## src/rtl/operand_fetch_stage_if.sv

```systemverilog
// rtl/operand_fetch_stage_if.sv - decode/register-file/writeback/execute bundle for operand_fetch_stage
//   slave : operand fetch stage side (takes in_*, rf_rd_data, wb_*, out_ready)
//   master: environment side (decode, register file, execute)
interface operand_fetch_stage_if #(
    parameter int DATA_W  = 32,
    parameter int REG_W   = 4,
    parameter int NUM_OPS = 2,
    parameter int STALL_W = 16
) ();
    logic                          in_valid;
    logic                          in_ready;
    logic [DATA_W-1:0]             in_pc;
    logic [7:0]                    in_opcode;
    logic [2*NUM_OPS-1:0]          in_op_mode;
    logic [NUM_OPS-1:0]            in_op_use_base;
    logic [NUM_OPS-1:0]            in_op_use_idx;
    logic [REG_W*NUM_OPS-1:0]      in_op_reg;
    logic [REG_W*NUM_OPS-1:0]      in_op_base;
    logic [2*NUM_OPS-1:0]          in_op_scale;
    logic [DATA_W*NUM_OPS-1:0]     in_op_data;
    logic [2*REG_W*NUM_OPS-1:0]    rf_rd_addr;
    logic [2*DATA_W*NUM_OPS-1:0]   rf_rd_data;
    logic                          wb_valid;
    logic [REG_W-1:0]              wb_reg;
    logic                          out_valid;
    logic                          out_ready;
    logic [DATA_W-1:0]             out_pc;
    logic [7:0]                    out_opcode;
    logic [DATA_W*NUM_OPS-1:0]     out_ops;
    logic [NUM_OPS-1:0]            out_is_addr;
    logic                          out_dest_is_reg;
    logic [REG_W-1:0]              out_dest_reg;
    logic [STALL_W-1:0]            stall_cnt;

    modport slave (
        input  in_valid, in_pc, in_opcode, in_op_mode, in_op_use_base, in_op_use_idx,
               in_op_reg, in_op_base, in_op_scale, in_op_data, rf_rd_data,
               wb_valid, wb_reg, out_ready,
        output in_ready, rf_rd_addr, out_valid, out_pc, out_opcode, out_ops,
               out_is_addr, out_dest_is_reg, out_dest_reg, stall_cnt
    );

    modport master (
        output in_valid, in_pc, in_opcode, in_op_mode, in_op_use_base, in_op_use_idx,
               in_op_reg, in_op_base, in_op_scale, in_op_data, rf_rd_data,
               wb_valid, wb_reg, out_ready,
        input  in_ready, rf_rd_addr, out_valid, out_pc, out_opcode, out_ops,
               out_is_addr, out_dest_is_reg, out_dest_reg, stall_cnt
    );
endinterface

```

## src/rtl/operand_fetch_stage.sv

```systemverilog
// rtl/operand_fetch_stage.sv - operand fetch stage with register scoreboard between decode and execute
//   clk   : clock, all state on rising edge
//   reset : synchronous active-high reset
//   bus   : operand_fetch_stage_if.slave (decode in_*, register file rf_*, writeback wb_*, execute out_*)
module operand_fetch_stage #(
    parameter int DATA_W  = 32,
    parameter int REG_W   = 4,
    parameter int NUM_OPS = 2,
    parameter int STALL_W = 16
) (
    input  logic                  clk,
    input  logic                  reset,
    operand_fetch_stage_if.slave  bus
);
    localparam int NUM_REGS = 2**REG_W;
    localparam logic [1:0] MODE_IMM = 2'd1;
    localparam logic [1:0] MODE_REG = 2'd2;
    localparam logic [1:0] MODE_MEM = 2'd3;

    typedef enum logic [1:0] {IDLE, CHECK, CALC, HOLD} state_t;
    state_t state, state_next;

    logic [DATA_W-1:0]           pc_q;
    logic [7:0]                  opcode_q;
    logic [2*NUM_OPS-1:0]        mode_q;
    logic [NUM_OPS-1:0]          use_base_q;
    logic [NUM_OPS-1:0]          use_idx_q;
    logic [REG_W*NUM_OPS-1:0]    reg_q;
    logic [REG_W*NUM_OPS-1:0]    base_q;
    logic [2*NUM_OPS-1:0]        scale_q;
    logic [DATA_W*NUM_OPS-1:0]   data_q;
    logic [2*DATA_W*NUM_OPS-1:0] rf_q;
    logic [NUM_REGS-1:0]         dirty_q;
    logic [NUM_REGS-1:0]         dirty_next;
    logic [NUM_REGS-1:0]         need;
    logic                        stall;
    logic [DATA_W*NUM_OPS-1:0]   ops_calc;
    logic [NUM_OPS-1:0]          is_addr_calc;

    assign bus.in_ready  = (state == IDLE);
    assign bus.out_valid = (state == HOLD);

    // Read addresses come from the latched instruction so they stay stable through CHECK.
    always_comb begin
        bus.rf_rd_addr = '0;
        for (int i = 0; i < NUM_OPS; i++) begin
            bus.rf_rd_addr[2*REG_W*i +: 2*REG_W] = {base_q[REG_W*i +: REG_W], reg_q[REG_W*i +: REG_W]};
        end
    end

    // Registers actually read by the instruction; op0 in REG mode counts as a read.
    always_comb begin
        need = '0;
        for (int i = 0; i < NUM_OPS; i++) begin
            if (mode_q[2*i +: 2] == MODE_REG) begin
                need[reg_q[REG_W*i +: REG_W]] = 1'b1;
            end else if (mode_q[2*i +: 2] == MODE_MEM) begin
                if (use_base_q[i]) need[base_q[REG_W*i +: REG_W]] = 1'b1;
                if (use_idx_q[i])  need[reg_q[REG_W*i +: REG_W]]  = 1'b1;
            end
        end
    end

    assign stall = (state == CHECK) && |(need & dirty_q);

    // Writeback clears first so that a same-edge destination claim overrides it.
    always_comb begin
        dirty_next = dirty_q;
        if (bus.wb_valid) dirty_next[bus.wb_reg] = 1'b0;
        if (state == CALC && mode_q[1:0] == MODE_REG) dirty_next[reg_q[REG_W-1:0]] = 1'b1;
    end

    // rf_q holds {R[base],R[reg]} per operand as captured at the end of CHECK.
    always_comb begin
        ops_calc     = '0;
        is_addr_calc = '0;
        for (int i = 0; i < NUM_OPS; i++) begin
            case (mode_q[2*i +: 2])
                MODE_IMM: ops_calc[DATA_W*i +: DATA_W] = data_q[DATA_W*i +: DATA_W];
                MODE_REG: ops_calc[DATA_W*i +: DATA_W] = rf_q[2*DATA_W*i +: DATA_W];
                MODE_MEM: begin
                    ops_calc[DATA_W*i +: DATA_W] = data_q[DATA_W*i +: DATA_W]
                        + (use_base_q[i] ? rf_q[2*DATA_W*i + DATA_W +: DATA_W] : '0)
                        + (use_idx_q[i]  ? (rf_q[2*DATA_W*i +: DATA_W] << scale_q[2*i +: 2]) : '0);
                    is_addr_calc[i] = 1'b1;
                end
                default: ;
            endcase
        end
    end

    always_comb begin
        state_next = state;
        case (state)
            IDLE:    if (bus.in_valid)  state_next = CHECK;
            CHECK:   if (!stall)        state_next = CALC;
            CALC:                       state_next = HOLD;
            HOLD:    if (bus.out_ready) state_next = IDLE;
            default:                    state_next = IDLE;
        endcase
    end

    always_ff @(posedge clk) begin
        if (reset) state <= IDLE;
        else       state <= state_next;
    end

    always_ff @(posedge clk) begin
        if (reset) begin
            pc_q                <= '0;
            opcode_q            <= '0;
            mode_q              <= '0;
            use_base_q          <= '0;
            use_idx_q           <= '0;
            reg_q               <= '0;
            base_q              <= '0;
            scale_q             <= '0;
            data_q              <= '0;
            rf_q                <= '0;
            dirty_q             <= '0;
            bus.stall_cnt       <= '0;
            bus.out_pc          <= '0;
            bus.out_opcode      <= '0;
            bus.out_ops         <= '0;
            bus.out_is_addr     <= '0;
            bus.out_dest_is_reg <= 1'b0;
            bus.out_dest_reg    <= '0;
        end else begin
            dirty_q <= dirty_next;
            if (state == IDLE && bus.in_valid) begin
                pc_q       <= bus.in_pc;
                opcode_q   <= bus.in_opcode;
                mode_q     <= bus.in_op_mode;
                use_base_q <= bus.in_op_use_base;
                use_idx_q  <= bus.in_op_use_idx;
                reg_q      <= bus.in_op_reg;
                base_q     <= bus.in_op_base;
                scale_q    <= bus.in_op_scale;
                data_q     <= bus.in_op_data;
            end
            if (stall && bus.stall_cnt != {STALL_W{1'b1}}) begin
                bus.stall_cnt <= bus.stall_cnt + 1'b1;
            end
            if (state == CHECK && !stall) begin
                rf_q <= bus.rf_rd_data;
            end
            if (state == CALC) begin
                bus.out_pc          <= pc_q;
                bus.out_opcode      <= opcode_q;
                bus.out_ops         <= ops_calc;
                bus.out_is_addr     <= is_addr_calc;
                bus.out_dest_is_reg <= (mode_q[1:0] == MODE_REG);
                bus.out_dest_reg    <= reg_q[REG_W-1:0];
            end
        end
    end
endmodule

```

## src/flat_wrapper.sv

```systemverilog
// flat-port wrapper written by rule: the top's interface ports become plain ports
module operand_fetch_stage_flat 
#(
    parameter int DATA_W  = 32,
    parameter int REG_W   = 4,
    parameter int NUM_OPS = 2,
    parameter int STALL_W = 16
)
  (clk, reset, bus_in_valid, bus_in_pc, bus_in_opcode, bus_in_op_mode, bus_in_op_use_base, bus_in_op_use_idx, bus_in_op_reg, bus_in_op_base, bus_in_op_scale, bus_in_op_data, bus_rf_rd_data, bus_wb_valid, bus_wb_reg, bus_out_ready, bus_in_ready, bus_rf_rd_addr, bus_out_valid, bus_out_pc, bus_out_opcode, bus_out_ops, bus_out_is_addr, bus_out_dest_is_reg, bus_out_dest_reg, bus_stall_cnt);
  operand_fetch_stage_if #(.DATA_W(DATA_W), .REG_W(REG_W), .NUM_OPS(NUM_OPS), .STALL_W(STALL_W)) bus_i ();
  input  logic clk;
  input  logic reset;
  input wire logic [$bits(bus_i.in_valid)-1:0] bus_in_valid;
  input wire logic [$bits(bus_i.in_pc)-1:0] bus_in_pc;
  input wire logic [$bits(bus_i.in_opcode)-1:0] bus_in_opcode;
  input wire logic [$bits(bus_i.in_op_mode)-1:0] bus_in_op_mode;
  input wire logic [$bits(bus_i.in_op_use_base)-1:0] bus_in_op_use_base;
  input wire logic [$bits(bus_i.in_op_use_idx)-1:0] bus_in_op_use_idx;
  input wire logic [$bits(bus_i.in_op_reg)-1:0] bus_in_op_reg;
  input wire logic [$bits(bus_i.in_op_base)-1:0] bus_in_op_base;
  input wire logic [$bits(bus_i.in_op_scale)-1:0] bus_in_op_scale;
  input wire logic [$bits(bus_i.in_op_data)-1:0] bus_in_op_data;
  input wire logic [$bits(bus_i.rf_rd_data)-1:0] bus_rf_rd_data;
  input wire logic [$bits(bus_i.wb_valid)-1:0] bus_wb_valid;
  input wire logic [$bits(bus_i.wb_reg)-1:0] bus_wb_reg;
  input wire logic [$bits(bus_i.out_ready)-1:0] bus_out_ready;
  output wire logic [$bits(bus_i.in_ready)-1:0] bus_in_ready;
  output wire logic [$bits(bus_i.rf_rd_addr)-1:0] bus_rf_rd_addr;
  output wire logic [$bits(bus_i.out_valid)-1:0] bus_out_valid;
  output wire logic [$bits(bus_i.out_pc)-1:0] bus_out_pc;
  output wire logic [$bits(bus_i.out_opcode)-1:0] bus_out_opcode;
  output wire logic [$bits(bus_i.out_ops)-1:0] bus_out_ops;
  output wire logic [$bits(bus_i.out_is_addr)-1:0] bus_out_is_addr;
  output wire logic [$bits(bus_i.out_dest_is_reg)-1:0] bus_out_dest_is_reg;
  output wire logic [$bits(bus_i.out_dest_reg)-1:0] bus_out_dest_reg;
  output wire logic [$bits(bus_i.stall_cnt)-1:0] bus_stall_cnt;
  assign bus_i.in_valid = bus_in_valid;
  assign bus_i.in_pc = bus_in_pc;
  assign bus_i.in_opcode = bus_in_opcode;
  assign bus_i.in_op_mode = bus_in_op_mode;
  assign bus_i.in_op_use_base = bus_in_op_use_base;
  assign bus_i.in_op_use_idx = bus_in_op_use_idx;
  assign bus_i.in_op_reg = bus_in_op_reg;
  assign bus_i.in_op_base = bus_in_op_base;
  assign bus_i.in_op_scale = bus_in_op_scale;
  assign bus_i.in_op_data = bus_in_op_data;
  assign bus_i.rf_rd_data = bus_rf_rd_data;
  assign bus_i.wb_valid = bus_wb_valid;
  assign bus_i.wb_reg = bus_wb_reg;
  assign bus_i.out_ready = bus_out_ready;
  assign bus_in_ready = bus_i.in_ready;
  assign bus_rf_rd_addr = bus_i.rf_rd_addr;
  assign bus_out_valid = bus_i.out_valid;
  assign bus_out_pc = bus_i.out_pc;
  assign bus_out_opcode = bus_i.out_opcode;
  assign bus_out_ops = bus_i.out_ops;
  assign bus_out_is_addr = bus_i.out_is_addr;
  assign bus_out_dest_is_reg = bus_i.out_dest_is_reg;
  assign bus_out_dest_reg = bus_i.out_dest_reg;
  assign bus_stall_cnt = bus_i.stall_cnt;
  operand_fetch_stage #(.DATA_W(DATA_W), .REG_W(REG_W), .NUM_OPS(NUM_OPS), .STALL_W(STALL_W)) u_core (.clk(clk), .reset(reset), .bus(bus_i));
endmodule
```

## config.mk

```make
export PLATFORM = sky130hd
export DESIGN_NAME = operand_fetch_stage_flat
export DESIGN_NICKNAME = d
export VERILOG_FILES = /design/src/rtl/operand_fetch_stage_if.sv /design/src/rtl/operand_fetch_stage.sv /design/src/flat_wrapper.sv
export SDC_FILE = /design/constraint.sdc
export NUM_CORES = 1
export LEC_CHECK = 0
export ABC_AREA = 1
export CAP_MARGIN = 5
export CORE_UTILIZATION = 54
export CTS_CLUSTER_DIAMETER = 50
export DETAILED_ROUTE_END_ITERATION = 12
export PLACE_DENSITY = 0.87
export SLEW_MARGIN = 40
export SYNTH_ARGS = -nofsm -noshare
export SYNTH_HDL_FRONTEND = slang
export SYNTH_SLANG_ARGS = --single-unit
```

## constraint.sdc

```tcl
create_clock -name clk -period 5 [get_ports clk]
set_input_delay 1.25 -clock clk [delete_from_list [all_inputs] [get_ports clk]]
set_output_delay 1.25 -clock clk [all_outputs]
set_load 0.02 [all_outputs]
```

==> flow_summary.ini <==
[sta]
max_slew.worst_pin.slew_ps = 873
slew_violations = 0
rsz0062_at_grt = false
whs_ps = 464
clock.fmax_mhz = 239
maxSlewHeadroom_pct = 41.8
period_share_pct = 83.7
fin_ws_ps = 813
fin_setup_tns_ps = 0
finalHoldViolCount = 0
setup_viol = 0
min_period_ps = 4190
clock_skew_ps = 30.5

[clocking]
htreeDepth = 2
clock-sinks = 405
cts-resized-gates = 0
clk_path_buf_depth = 3
cts_tree = yes
cts_buffers = 46
clkLatencyLatePin_ps = 610
clk_transition_reported_paths_ps = 60
root_buffer = clkbuf_16
post_cts_buffers = 0
cts_hold_buf = 0

[route]
vias = 25000
firstDrtPassIters = 6
final_antenna_net_count = 0
routed_wl_um = 80400
drc = 0
wl_per_cell_um = 18.1
dr.first_iter.drc_count = 2792
vias_per_cell = 5.64

[placement]
gp_congestion = 1.03
dp_hpwl_um = 59000
dp_slack_ps = 882
portBuffers = 413

[synthesis]
synthesis.area_mm2 = 0.0235
synth.distinct_cells = 40
avgSynthCellArea_um2 = 6.69
synthCells = 3507
synth_common_cells = 671 x nand2_1, 495 x nor2_1, 417 x inv_1
yosysWarnings = 0
syn_nets = 3905
synth_edf_count = 0
async_reset_ff_share_pct = 0
ys_seq_elements = 405
synth_flop_cell = dfxtp_1
synth_top_area_share_pct = 34.5
synth_most_common_cell = nand2_1
post-synth-top-area-cell = dfxtp_1
seq_area_frac_synth_pct = 34.5
yosys-top-cells-area = dfxtp_1 35%, nand2_1 11%, o21ai_0 8.1%

[global_route]
grt_max_degree = 174
antenna_found_initial = 4
grt_pass1_vias = 23600
overflow = 0
grt_pass1_wl_um = 125000
grt_usage_pct = 35.5

[critical_path]
reg2reg_to = u_core.bus.out_ops[27]
cpMostUsedCell = nand2_1
path_max_fanout = 30
reg2reg_slack_ps = 810
end_kind = flip-flop
critPathLaunchType = flip-flop
worst_ep_arrival_time_ps = 4700
worstSetupPathType = flip-flop to flip-flop
cp.required_ps = 5510
r2r_cells = 21
crit_slowest_cell = or2_2
slowest_delay_ps = 510
path_cells = inv_2 -> or2_2 -> inv_1 -> nand2_1 -> fa_1 -> inv_1 -> ha_1 -> fa_1 -> nand3_1 -> nand2_1 -> nand3_1 -> nand2_1 -> nand2_1 -> nand2_1 -> nand2_1 -> nand3_1 -> nand2_1 -> nand2_1 -> o21bai_1 -> nand2_1 -> a21oi_1
r2r-start = u_core.use_idx_q[0]

[power]
finalPower_uw = 13800
power_frac_seq_pct = 33.2
p_comb_share_pct = 40.5
irDropWorstVdd_mv = 0.411
p_sw_uw = 5690
internal_power_uw = 8140
leakage_uw = 0.0122
powerDensity_mw_per_mm2 = 468
clkPwrFrac_pct = 26.3
switching_share_pct = 41.2

[floorplan]
io-pin-count = 414
die-area_mm2 = 0.0443
die_w_um = 210
fp.coreArea_mm2 = 0.0430
fp.dieH_um = 210
initial_utilization_pct = 54.6
rows = 76

[flow_run]
cap_viol_max_count = 0

[status]
status = finished clean

[worst_hold_path]
min_to = u_core.bus.out_ops[32]
hold_depth = 2
worstHoldPathType = flip-flop to flip-flop
worstHoldStart = u_core.bus.out_ops[32]

[finish]
nets = 4214
largest_reg_flops = 128
largest-register = u_core.rf_q
syn_to_final_growth_pct = 25.9
reg.largest.list = u_core.rf_q x128, u_core.bus.out_ops x64, u_core.data_q x64
drive_gt1_share_pct = 3.69
==> power groups by stage <==
stage | combinational [uW] | clock (uW) | sequential (uW)
after floorplan | 3560 | 0 | 4670
after global placement | 5380 | 0 | 4590
after detailed placement | 5470 | 0 | 4620
after CTS | 5520 | 3650 | 4560
after global routing | 6200 | 3790 | 4660
final | 5600 | 3630 | 4590
==> placed cells by master (no fill, tap or decap), types with 5 or more instances in the layout <==
master	count
nand2_1	670
nor2_1	494
inv_1	414
clkdlybuf4s50_1	412
dfxtp_1	405
o21ai_0	380
a21oi_1	333
nand3_1	152
o22ai_1	73
o21ai_1	72
fa_1	64
ha_1	64
clkbuf_16	46
nor3_1	25
o221ai_1	24
nand4_1	22
buf_4	22
xor2_1	15
xnor2_1	14
nand3b_1	13
inv_2	12
or2_2	12
clkbuf_1	10
o211ai_1	9
o21bai_1	8
clkbuf_8	7
bufinv_16	7
nor4_1	6
buf_12	6
diode_2	5
mux2i_1	5
clkinv_1	5
o21a_1	5
a21o_1	5
==> layout make-up <==
| class | count | area (um^2) |
|---|---|---|
| Timing Repair Buffer | 440 | 4410 |
| Multi-Input combinational cell | 2490 | 13000 |
| Clock buffer | 63 | 1280 |
| Inverter | 433 | 1640 |
| Fill cell | 3604 | 13400 |
| Antenna cell | 5 | 12.5 |
| Tap cell | 585 | 732 |
| Clock inverter | 20 | 354 |
| Sequential cell | 405 | 8110 |
==> critical path, delay by kind of cell (launching register included) <==
kind	cells	cell delay [ps]
adders and majority gates	3	1250
buffers and inverters	3	320
AOI/OAI and AO/OA	2	360
DFF	1	450
and+or+nand+nor	13	1720
==> kinds of logic after synthesis <==
kind of cell	share of synthesized area, %
AO/OA/AOI/OAI	20.7
XOR/XNOR	1.08
adder cells (fa/ha/maj)	8.92
buffers and inverters	10.2
flip-flops	34.5
multiplexers	0.213
AND/OR/NAND/NOR	24.3
==> metrics by stage <==
stage                     cells  util (%)  cell area, um^2
final                      4441      68.8            29600
after global routing       4440      68.7            29500
after CTS                  4436      68.7            29500
after detailed placement   4353      64.9            27900
after global placement     4353      64.9            27900
after floorplan            3507         -            23500
==> routing by layer <==
layer	wire, um	vias to the layer above	track usage (%)
li1	-	12000	-
met1	32600	11500	45.7
met2	36800	1283	57.5
met3	6970	231	6.17
met4	4100	0	18.0
met5	0	-	0
==> how the worst max path moves through the flow <==
stage	from	end	slack [ps]
after floorplan	u_core.use_idx_q[1]	u_core.bus.out_ops[47]	1460
after detailed placement	u_core.use_idx_q[0]	u_core.bus.out_ops[27]	880
after global placement	u_core.use_idx_q[0]	u_core.bus.out_ops[23]	970
after CTS	u_core.use_idx_q[0]	u_core.bus.out_ops[31]	880
after global routing	u_core.use_idx_q[0]	u_core.bus.out_ops[31]	530
final	u_core.use_idx_q[0]	u_core.bus.out_ops[27]	810
No activity file was read; power rests on OpenSTA's default activity.
